==> config.mk <==
export PLATFORM = sky130hd
export DESIGN_NAME = red_seq_ctrl
export DESIGN_NICKNAME = d
export VERILOG_FILES = /design/src/rtl/red_seq_ctrl.sv
export SDC_FILE = /design/constraint.sdc
export NUM_CORES = 1
export LEC_CHECK = 0
export ABC_AREA = 1
export CORE_MARGIN = 3
export CORE_UTILIZATION = 50
export DETAILED_ROUTE_END_ITERATION = 12
export GPL_TIMING_DRIVEN = 0
export HOLD_SLACK_MARGIN = 0.03
export PLACE_DENSITY_LB_ADDON = 0.12
export SLEW_MARGIN = 10
export SYNTH_ARGS = -nofsm -noshare
export SYNTH_HDL_FRONTEND = slang
export SYNTH_SLANG_ARGS = --single-unit
==> constraint.sdc <==
create_clock -name clk -period 2.7 [get_ports clk]
set_input_delay 0.675 -clock clk [delete_from_list [all_inputs] [get_ports clk]]
set_output_delay 0.675 -clock clk [all_outputs]
set_load 0.1 [all_outputs]
==> src/rtl/red_seq_ctrl.sv <==
// Byte-reduction (RED) sequencer: three passes through one shared 8-bit adder,
// with valid/ready handshakes on the operand and result sides.
module red_seq_ctrl #(
  parameter int DATA_W   = 16,
  parameter bit SIGN_EXT = 1'b1,
  parameter int CNT_W    = 8
) (
  input  logic              clk,
  input  logic              rst_n,
  input  logic              flush,
  input  logic              in_valid,
  output logic              in_ready,
  input  logic [DATA_W-1:0] op_a,
  input  logic [DATA_W-1:0] op_b,
  output logic              out_valid,
  input  logic              out_ready,
  output logic [DATA_W-1:0] red_res,
  output logic              busy,
  output logic [CNT_W-1:0]  done_cnt
);

  if (DATA_W != 16) begin : g_bad_width
    $error("red_seq_ctrl: DATA_W must be 16");
  end

  typedef enum logic [2:0] {
    S_IDLE,
    S_SUM_A,
    S_SUM_B,
    S_SUM_AB,
    S_DONE
  } state_t;

  state_t            state;
  state_t            state_nxt;
  logic              accept;
  logic              handoff;
  logic [DATA_W-1:0] a_q;
  logic [DATA_W-1:0] b_q;
  logic [7:0]        acc_a;
  logic [7:0]        acc_b;
  logic [7:0]        add_x;
  logic [7:0]        add_y;
  logic [7:0]        add_s;
  logic [DATA_W-1:0] res_ext;

  // flush overrides both handshakes: nothing is captured and nothing is counted.
  assign accept  = in_valid & in_ready & ~flush;
  assign handoff = out_valid & out_ready & ~flush;

  // State register.
  // NOTE: sequential state uses non-blocking (<=) so every flop samples pre-edge values.
  always_ff @(posedge clk or negedge rst_n) begin
    if (!rst_n) begin
      state <= S_IDLE;
    end else begin
      state <= state_nxt;
    end
  end

  // Next-state logic.
  // NOTE: every combinationally written signal gets a default first, so no latch is inferred.
  always_comb begin
    state_nxt = state;
    if (flush) begin
      state_nxt = S_IDLE;
    end else begin
      unique case (state)
        S_IDLE:   if (accept) state_nxt = S_SUM_A;
        S_SUM_A:  state_nxt = S_SUM_B;
        S_SUM_B:  state_nxt = S_SUM_AB;
        S_SUM_AB: state_nxt = S_DONE;
        S_DONE:   if (out_ready) state_nxt = in_valid ? S_SUM_A : S_IDLE;
        default:  state_nxt = S_IDLE;
      endcase
    end
  end

  // Output logic.
  always_comb begin
    out_valid = (state == S_DONE);
    busy      = (state != S_IDLE);
    in_ready  = (state == S_IDLE) | ((state == S_DONE) & out_ready);
  end

  // Shared adder: operand pair selected by the current pass; carry-out is dropped.
  always_comb begin
    add_x = '0;
    add_y = '0;
    case (state)
      S_SUM_A: begin
        add_x = a_q[7:0];
        add_y = a_q[15:8];
      end
      S_SUM_B: begin
        add_x = b_q[7:0];
        add_y = b_q[15:8];
      end
      S_SUM_AB: begin
        add_x = acc_a;
        add_y = acc_b;
      end
      default: ;
    endcase
    add_s = add_x + add_y;
  end

  assign res_ext = SIGN_EXT ? {{(DATA_W-8){add_s[7]}}, add_s}
                            : {{(DATA_W-8){1'b0}}, add_s};

  // Datapath registers.
  // NOTE: all datapath registers are reset, so red_res and the accumulators read 0 after reset.
  always_ff @(posedge clk or negedge rst_n) begin
    if (!rst_n) begin
      a_q     <= '0;
      b_q     <= '0;
      acc_a   <= '0;
      acc_b   <= '0;
      red_res <= '0;
    end else begin
      if (accept) begin
        a_q <= op_a;
        b_q <= op_b;
      end
      if (!flush) begin
        case (state)
          S_SUM_A:  acc_a   <= add_s;
          S_SUM_B:  acc_b   <= add_s;
          S_SUM_AB: red_res <= res_ext;
          default: ;
        endcase
      end
    end
  end

  // Completed-operation counter; wraps naturally at 2^CNT_W.
  always_ff @(posedge clk or negedge rst_n) begin
    if (!rst_n) begin
      done_cnt <= '0;
    end else if (handoff) begin
      done_cnt <= done_cnt + CNT_W'(1);
    end
  end

endmodule
# --- Word-level counts from Yosys, hierarchy flattened ---
# Index checks and enable logic that the tools add are counted.
word_totals:
  regBits: 67
  latchBits: 0
  mem_bits_rw: 0
  mem_bits_ro: 0
  input_bits: 37
  out_inout_bits: 27
  mem_count: 0
classes:
  n_addsub: 2
  n_mul: 0
  n_div: 0
  magnitude_cmp: 0
  n_eq_ne: 6
  shift: 0
  mux: 7
  bitwise_logic: 6
  n_reduce_logical: 6
op_table:
  columns: ["op", "count"]
  rows:
  - ["$pmux 8 s3", 2]
  - ["$pmux 3 s5", 1]
  - ["$mux 3", 3]
  - ["$add 8x1->8 const B", 1]
  - ["$add 8x8->8", 1]
  - ["$reduce_and 2->1", 4]
  - ["$eq 3x2->1 const B", 2]
  - ["$and 1x1->1", 4]
  - ["$eq 3x1->1 const B", 1]
  - ["$eq 3x3->1 const B", 1]
  - ["$logic_not 3->1", 1]
  - ["$ne 3x2->1 const B", 1]
  - ["$ne 3x3->1 const B", 1]
  - ["$reduce_bool 3->1", 1]
  - ["$mux 1", 1]
  - ["$not 1->1", 1]
  - ["$or 1x1->1", 1]

# --- Longest topological paths before layout ---
# Gate-level depths: netlist (run 1).
logic_depth:
  word_depth: 8
  depth_mapped: 15
  mapped_depth_nobuf: 13

# --- Least setup slack after synthesis (run 1) ---
# OpenSTA, ideal clock, no wires.
synth_timing:
  path_kind: "flip-flop to flip-flop"
  start: "register state[1]"
  end: "register red_res[5]"
  t_arrival_ps: 2227
  slack_ps: 353
  stages_incl_launch_ff: 14
  period_less_slack_ps: 2347
  path_cell_list: "dfrtp_1 -> buf_2 -> inv_1 -> nand3_2 -> clkbuf_1 -> o221ai_1 -> ha_1 -> a21oi_1 -> nand2_1 -> nand3_1 -> nand2_1 -> or2_2 -> nand3_1 -> nand2_1"
synth_via:
  elab_chain_len: 3
synth_rtl:
  columns: ["element", "line_no", "source"]
  rows:
  - ["from (decl)", "34", "state_t state;"]
  - ["from (signal assigned)", "57", "state <= state_nxt;"]
  - ["$eq 3x2->1, or another cell as far along", "90, 126", null]
  - ["$pmux 8 s3", "90", "case (state)"]
  - ["$add 8x8->8", "105", "add_s = add_x + add_y;"]
  - ["to (signal assigned)", "129", "S_SUM_AB: red_res <= res_ext;"]
  - ["to (decl)", "17", "output logic [DATA_W-1:0] red_res,"]
# Parallel ways exist; a longest one is shown, timed or not.
# A chain may end at the register's enable or synchronous reset.

# --- Worst setup path in the final report (run 1) ---
layout_timing:
  start: "register state[1]"
  end: "output port busy"
layout_via:
  elab_chain_len: 1
layout_rtl:
  columns: ["element", "line_no", "source"]
  rows:
  - ["$reduce_bool 3->1", "82", "busy = (state != S_IDLE);"]
  - ["to (decl)", "18", "output logic busy,"]
# Every way passes these cells.

==> results.md, run 1 <==
* FMAX at 378 MHz
* Multi-input gate area at 0.00132 sq mm
* Finished Cell Area at 0.00427 sq mm
* Die extent in x at 87.2 microns
* PD cells at 1050 mW/mm^2
* Logic pwr share at 45.0%
* Critical Path AT at 1.97 ns
* DRT Pass-1 Iters at 4
* First-pass GRT wire length at 13000 microns
* Syn nets at 426
* Main synth FF type: dfrtp_1
* Area after DPL at 0.00405 sq mm
* Worst path max stage delay at 0.86 ns
* Standard-cell rows at 28
* Relative slew slack at 35.1%
* Post-synthesis cell type count at 31
* Post-layout min period at 2.65 ns
* Leakage at 2.11 nW
* VDD IR-drop max at 1.64 mV
* Total global-route track usage at 22.0%
* NetSw at 2.05 mW
* Worst Hold Class: in2async
* Final period utilization at 98.1%
* Commonest cells after routing, fill and taps aside: nand2_1, dfrtp_1, clkdlybuf4s50_1, inv_1, o21ai_0
* Number of synthesized flops with an enable pin at 0
* Synth warnings at 0
* Sequential area share after synthesis at 50.9%
* Critical path type: reg2out
* Root buffer selected by CTS: clkbuf_8
* Synth top area cells: dfrtp_1, nand2_1, o21ai_0
* DRT iter0 DRCs at 132
* Clk_lat worst skew at 0.35 ns
* Remaining global-route overflow at 0
* WL per Instance at 14.1 microns
* CTS H-tree lvls at 3
* Cells after Synth at 380
* Core footprint at 0.00617 sq mm
* Crit-path max FO at 8
* Vias per cell at 5.19
* GP Congestion at 0.844
* Vias post-DR at 2769
* Status: complete, no violations
* Seq. cell area at 0.00168 sq mm
* Drt drc at 0
* Crit-path cells: buf_2 -> inv_1 -> nand2_1 -> dlygate4sd2_1
* Fin nets at 500
* Endpoints failing setup at 0
* Max-cap violations at 0
* Sequential power share at 33.2%
* Critical Path Slowest Stage Cell: dlygate4sd2_1
* I/O pin cnt at 64
* Yosys top cell area share at 50.9%
* Cts hold-fix bufs at 0
* Clk sinks at 67
* Sw Share at 45.7%
* Most common cell after layout, fill and taps aside: nand2_1
* Share of layout cells above drive strength 1 at 12.6%
* WP data required at 2.03 ns
* Antenna violations before repair at 0
* Final Hold Fails at 0
* Worst Skew at 0.00873 ns
* Final WS setup at 0.0514 ns
* Pint at 2.43 mW
* DRT antenna net count at 0
* Mean Syn Cell Area at 8.67 sq um
* Actual slew at the worst max-slew pin at 0.971 ns
* Vias in the first global route at 2704
* Clk pwr share at 21.8%
* Max-slew violations at 0
* Crit end category: output port
* Antenna cell count at 0
* Post-Syn Area at 0.00330 sq mm
* Number of buffers created by CTS at 9
* Post-synthesis async set-or-reset flop share at 100%
* DP HPWL at 5560 microns
* Worst-case clock buffer depth at 2
* Die Span Y at 87.2 microns
* Pin count of the biggest net entering global routing at 46
* Initial Util at 53.4%
* Synth Register Bits at 67
* Area Overhead vs Synth at 29.7%
* Post-synth top area cell: dfrtp_1
* Number of port buffers at 63
* RSZ-0062 raised after global routing: yes
* WL final at 7510 microns
* CTS tree: built
* CP Launch Type: flip-flop
* Die area at 0.00760 sq mm
* Reg clk slew, reported paths at 0.08 ns
* Fillcell total at 500
* Pre-CTS WS at -0.564 ns
-- cell usage after synthesis (5+ instances only) --
cell and n:
a21oi_1 7, buf_2 6, buf_4 8, dfrtp_1 67, ha_1 8, inv_1 43, nand2_1 106, nand3_1 22
nand4_1 6, nor2_1 10, nor2_2 5, o21ai_0 42, o221ai_1 14, xnor2_1 5
-- path summary, 6_finish.rpt --
check / startpoint / endpoint / slack, ns / cells after the start
worst min register to register: done_cnt[7]$_DFFE_PN0P_ / done_cnt[7]$_DFFE_PN0P_ / 0.47 / 1
worst max register to register: state[1]$_DFFE_PN0P_ / red_res[5]$_DFFE_PN0P_ / 0.15 / 13
worst max-delay path: state[1]$_DFFE_PN0P_ / busy / 0.05 / 4
worst min-delay path: rst_n / b_q[5]$_DFFE_PN0P_ / 0.21 / 1
max in group asynchronous: rst_n / b_q[7]$_DFFE_PN0P_ / 1.97 / 2
min in group clk: done_cnt[7]$_DFFE_PN0P_ / done_cnt[7]$_DFFE_PN0P_ / 0.47 / 1
-- layout make-up --
cell class | instances | area share [%]
Sequential cell | 67 | 39.2
Buffer | 21 | 3.05
Clock inverter | 5 | 1.96
Inverter | 46 | 4.04
Clock buffer | 11 | 3.54
Tap cell | 75 | 2.20
Timing Repair Buffer | 64 | 15.0
Multi-Input combinational cell | 245 | 31.0
-- sequential cells by signal (all words and copies together) (netlist names) --
register and count:
done_cnt 8, b_q 16, state 3, acc_a 8, a_q 16, acc_b 8, red_res 8
-- critical path, delay by kind of cell (launching register included) --
kind                   cells  cell delay [ns]
buffers and inverters      3             1.18
DFF                        1             0.32
and+or+nand+nor            1             0.12
-- power by group through the flow --
stage	Combinational [mW]	Sequential [mW]	Clock [mW]
4_1_cts	2.03	1.49	0.988
3_5_place_dp	2.07	1.50	0
2_1_floorplan	1.20	1.84	0
3_3_place_gp	2.04	1.50	0
6_report	2.02	1.49	0.977
5_1_grt	2.18	1.52	1.04
-- layer usage --
metal / vias up / global-route usage, % / share of wire, %
li1: 1379 / - / -
met1: 1315 / 31.7 / 49
met2: 69 / 32.9 / 45
met3: 6 / 5.77 / 6.0
met4: 0 / 6.28 / 0.61
met5: - / 0 / 0
-- through the flow --
step,instances,TNS [ns],total power [mW],utilization (%),hold WS [ns]
2_1_floorplan,380,0,3.04,-,0.379
3_3_place_gp,518,-82.75,3.54,65.2,0.456
3_5_place_dp,519,-0.564,3.57,65.6,0.461
4_1_cts,535,0,4.51,69.3,0.209
5_1_grt,534,-0.0408,4.75,69.3,0.212
6_report,534,0,4.48,69.3,0.211
-- repair_timing --
item / 4_1_cts / 5_1_grt
pin swaps: 0 / 0
buffers inserted: 0 / 0
resized for setup: 16 / 9
setup endpoints to repair: 12 / 20
-- cell families (layout without fill, tap and decap cells) --
kind of cell | count (synthesis) | in the layout | share of synthesized area [%]
AOI/OAI and AO/OA | 67 | 67 | 12.0
xor gates and xnor gates | 9 | 9 | 2.39
adders and majority gates | 9 | 9 | 3.64
buffers and inverters | 68 | 147 | 9.23
DFF | 67 | 67 | 50.9
muxes | 3 | 3 | 1.02
and+or+nand+nor | 157 | 157 | 20.9
(Power assumes the default switching activity.)
==> inputs of run 2 (changes only) <==
--- a/config.mk
+++ b/config.mk
@@ -9,6 +9,8 @@
 export CORE_MARGIN = 3
 export CORE_UTILIZATION = 50
 export DETAILED_ROUTE_END_ITERATION = 12
+export DONT_BUFFER_PORTS = 1
+export GPL_ROUTABILITY_DRIVEN = 0
 export GPL_TIMING_DRIVEN = 0
 export HOLD_SLACK_MARGIN = 0.03
 export PLACE_DENSITY_LB_ADDON = 0.12
==> constraint.sdc (replaced) <==
create_clock -name clk -period 3.4 [get_ports clk]
set_input_delay 0.85 -clock clk [delete_from_list [all_inputs] [get_ports clk]]
set_output_delay 0.85 -clock clk [all_outputs]
set_load 0.1 [all_outputs]
==> results.md, run 2 (same netlist as run 1, synthesis figures left out) <==
* CTS tree: built
* Remaining global-route overflow at 0 (unchanged)
* Number of port buffers at 0 (-100%)
* Pint at 1.67 mW (-31%)
* First-pass GRT wire length at 11900 microns (-8.5%)
* Setup TNS at 0 ns (unchanged)
* PD cells at 897 mW/mm^2 (-14%)
* Die area at 0.00760 sq mm (unchanged)
* DRT Pass-1 Iters at 4 (unchanged)
* CTS H-tree lvls at 3 (unchanged)
* Clk_lat worst skew at 0.34 ns (about the same)
* Commonest cells after routing, fill and taps aside: nand2_1, dfrtp_1, inv_1, o21ai_0, nand3_1
* Actual slew at the worst max-slew pin at 1.10 ns (+0.132 ns)
* Reg clk slew, reported paths at 0.07 ns (about the same)
* Critical path type: reg2reg
* DP HPWL at 5380 microns (-3.3%)
* FMAX at 366 MHz
* Worst Hold Class: in2async
* Pin count of the biggest net entering global routing at 68 (+48%)
* Max-slew violations at 0 (unchanged)
* VDD IR-drop max at 1.38 mV (-16%)
* Final period utilization at 80.3%
* Post-CTS setup buffer count at 0 (unchanged)
* Cts hold-fix bufs at 0 (unchanged)
* Root buffer selected by CTS: clkbuf_8
* Sequential power share at 46.4% (+13 points)
* WL per Instance at 15.1 microns (+7.2%)
* Fin nets at 437 (-13%)
* Die extent in x at 87.2 microns (unchanged)
* Vias in the first global route at 2441 (-9.7%)
* Final Hold Fails at 0 (unchanged)
* Vias post-DR at 2463 (-11%)
* WL final at 7100 microns (-5.5%)
* Logic pwr share at 34.2% (-11 points)
* Leakage at 1.80 nW (-15%)
* Post-layout min period at 2.73 ns
* Crit-path max FO at 10 (+2)
* Clk pwr share at 19.5% (-2.3 points)
* Regs by FF count: a_q (16), b_q (16)
* Critical Path AT at 2.95 ns (+0.98 ns)
* Core footprint at 0.00617 sq mm (unchanged)
* I/O pin cnt at 64 (unchanged)
* RSZ-0062 raised after global routing: no
* Overall power at 3.21 mW (-28%)
* Endpoints failing setup at 0 (unchanged)
* Sw Share at 48.0% (+2.3 points)
* NetSw at 1.54 mW (-25%)
* Initial Util at 53.4% (unchanged)
* Crit end category: flip-flop
* Post_cts resized at 0 (-16)
* Area Overhead vs Synth at 8.66%
* Antenna violations before repair at 0 (unchanged)
* Status: complete, no violations
* Most common cell after layout, fill and taps aside: nand2_1
* DRT iter0 DRCs at 99 (-25%)
* Drt drc at 0 (unchanged)
* DRT antenna net count at 0 (unchanged)
* Clk sinks at 67 (unchanged)
* Worst-case clock buffer depth at 2 (unchanged)
* Share of layout cells above drive strength 1 at 12.6% (about the same)
* Relative slew slack at 26.5% (-8.6 points)
* CP Launch Type: flip-flop
* Vias per cell at 5.23 (+0.85%)
* Die Span Y at 87.2 microns (unchanged)
* Antenna cell count at 0 (unchanged)
* Max-cap violations at 0 (unchanged)
* WP data required at 3.62 ns (+1.59 ns)
* Number of buffers created by CTS at 9 (unchanged)
* Worst Skew at 0.0105 ns (+0.00177 ns)
* Total global-route track usage at 20.5% (-1.5 points)
* Standard-cell rows at 28 (unchanged)
## run 2: metrics by stage
step                      setup WS, ns  hold slack [ns]  cell area (sq um)  std cells  util [%]
final                            0.670            0.202               3580        471      58.1
after global routing             0.454            0.179               3580        471      58.1
after CTS                        0.654            0.187               3580        471      58.1
after detailed placement         0.709            0.461               3390        455      55.0
after global placement           0.733            0.456               3390        455      55.0
after floorplan                   1.02            0.442               3300        380         -
## run 2: worst max-delay path: stages (launching register included)
cell and delay (ns):
dfrtp_1 0.32, buf_2 0.18, inv_1 0.11, nand3_2 0.18
clkbuf_1 0.36, o221ai_1 0.19, ha_1 0.37, a21oi_1 0.16
nand2_1 0.12, nand3_1 0.09, nand2_1 0.07, or2_2 0.31
nand3_1 0.08, nand2_1 0.05
## run 2: metal layers
metal | vias up | routed length [microns] | track usage (%)
met5 | - | 0 | 0
met4 | 0 | 144 | 10.0
met3 | 11 | 458 | 3.78
met2 | 57 | 2970 | 28.5
met1 | 1140 | 3520 | 30.5
li1 | 1255 | - | -
## run 2: layout make-up
type | count | area [sq um]
Clock buffer | 15 | 186
Clock inverter | 1 | 5.00
Fill cell | 575 | 2580
Inverter | 46 | 173
Tap cell | 75 | 93.8
Buffer | 22 | 131
Multi-Input combinational cell | 245 | 1320
Sequential cell | 67 | 1680
## run 2: final timing paths
kind                                      startpoint  slack (ns)              endpoint  cells after the start
worst max-delay path            state[1]$_DFFE_PN0P_        0.67  acc_b[5]$_DFFE_PN0P_                     13
worst min-delay path                           rst_n        0.20   b_q[13]$_DFFE_PN0P_                      0
worst max register to register  state[1]$_DFFE_PN0P_        0.67  acc_b[5]$_DFFE_PN0P_                     13
worst min register to register  acc_a[2]$_DFFE_PN0P_        0.48  acc_a[2]$_DFFE_PN0P_                      2
max in group asynchronous                      rst_n        3.10  acc_a[3]$_DFFE_PN0P_                      0
min in group clk                acc_a[2]$_DFFE_PN0P_        0.48  acc_a[2]$_DFFE_PN0P_                      2
## run 2: power groups by stage
| stage | combinational (mW) | sequential, mW | clock, mW |
|---|---|---|---|
| finish | 1.10 | 1.49 | 0.625 |
| global route | 1.21 | 1.52 | 0.682 |
| CTS | 1.10 | 1.49 | 0.642 |
| detailed placement | 1.10 | 1.51 | 0 |
| global placement | 1.08 | 1.50 | 0 |
| floorplan | 0.957 | 1.46 | 0 |
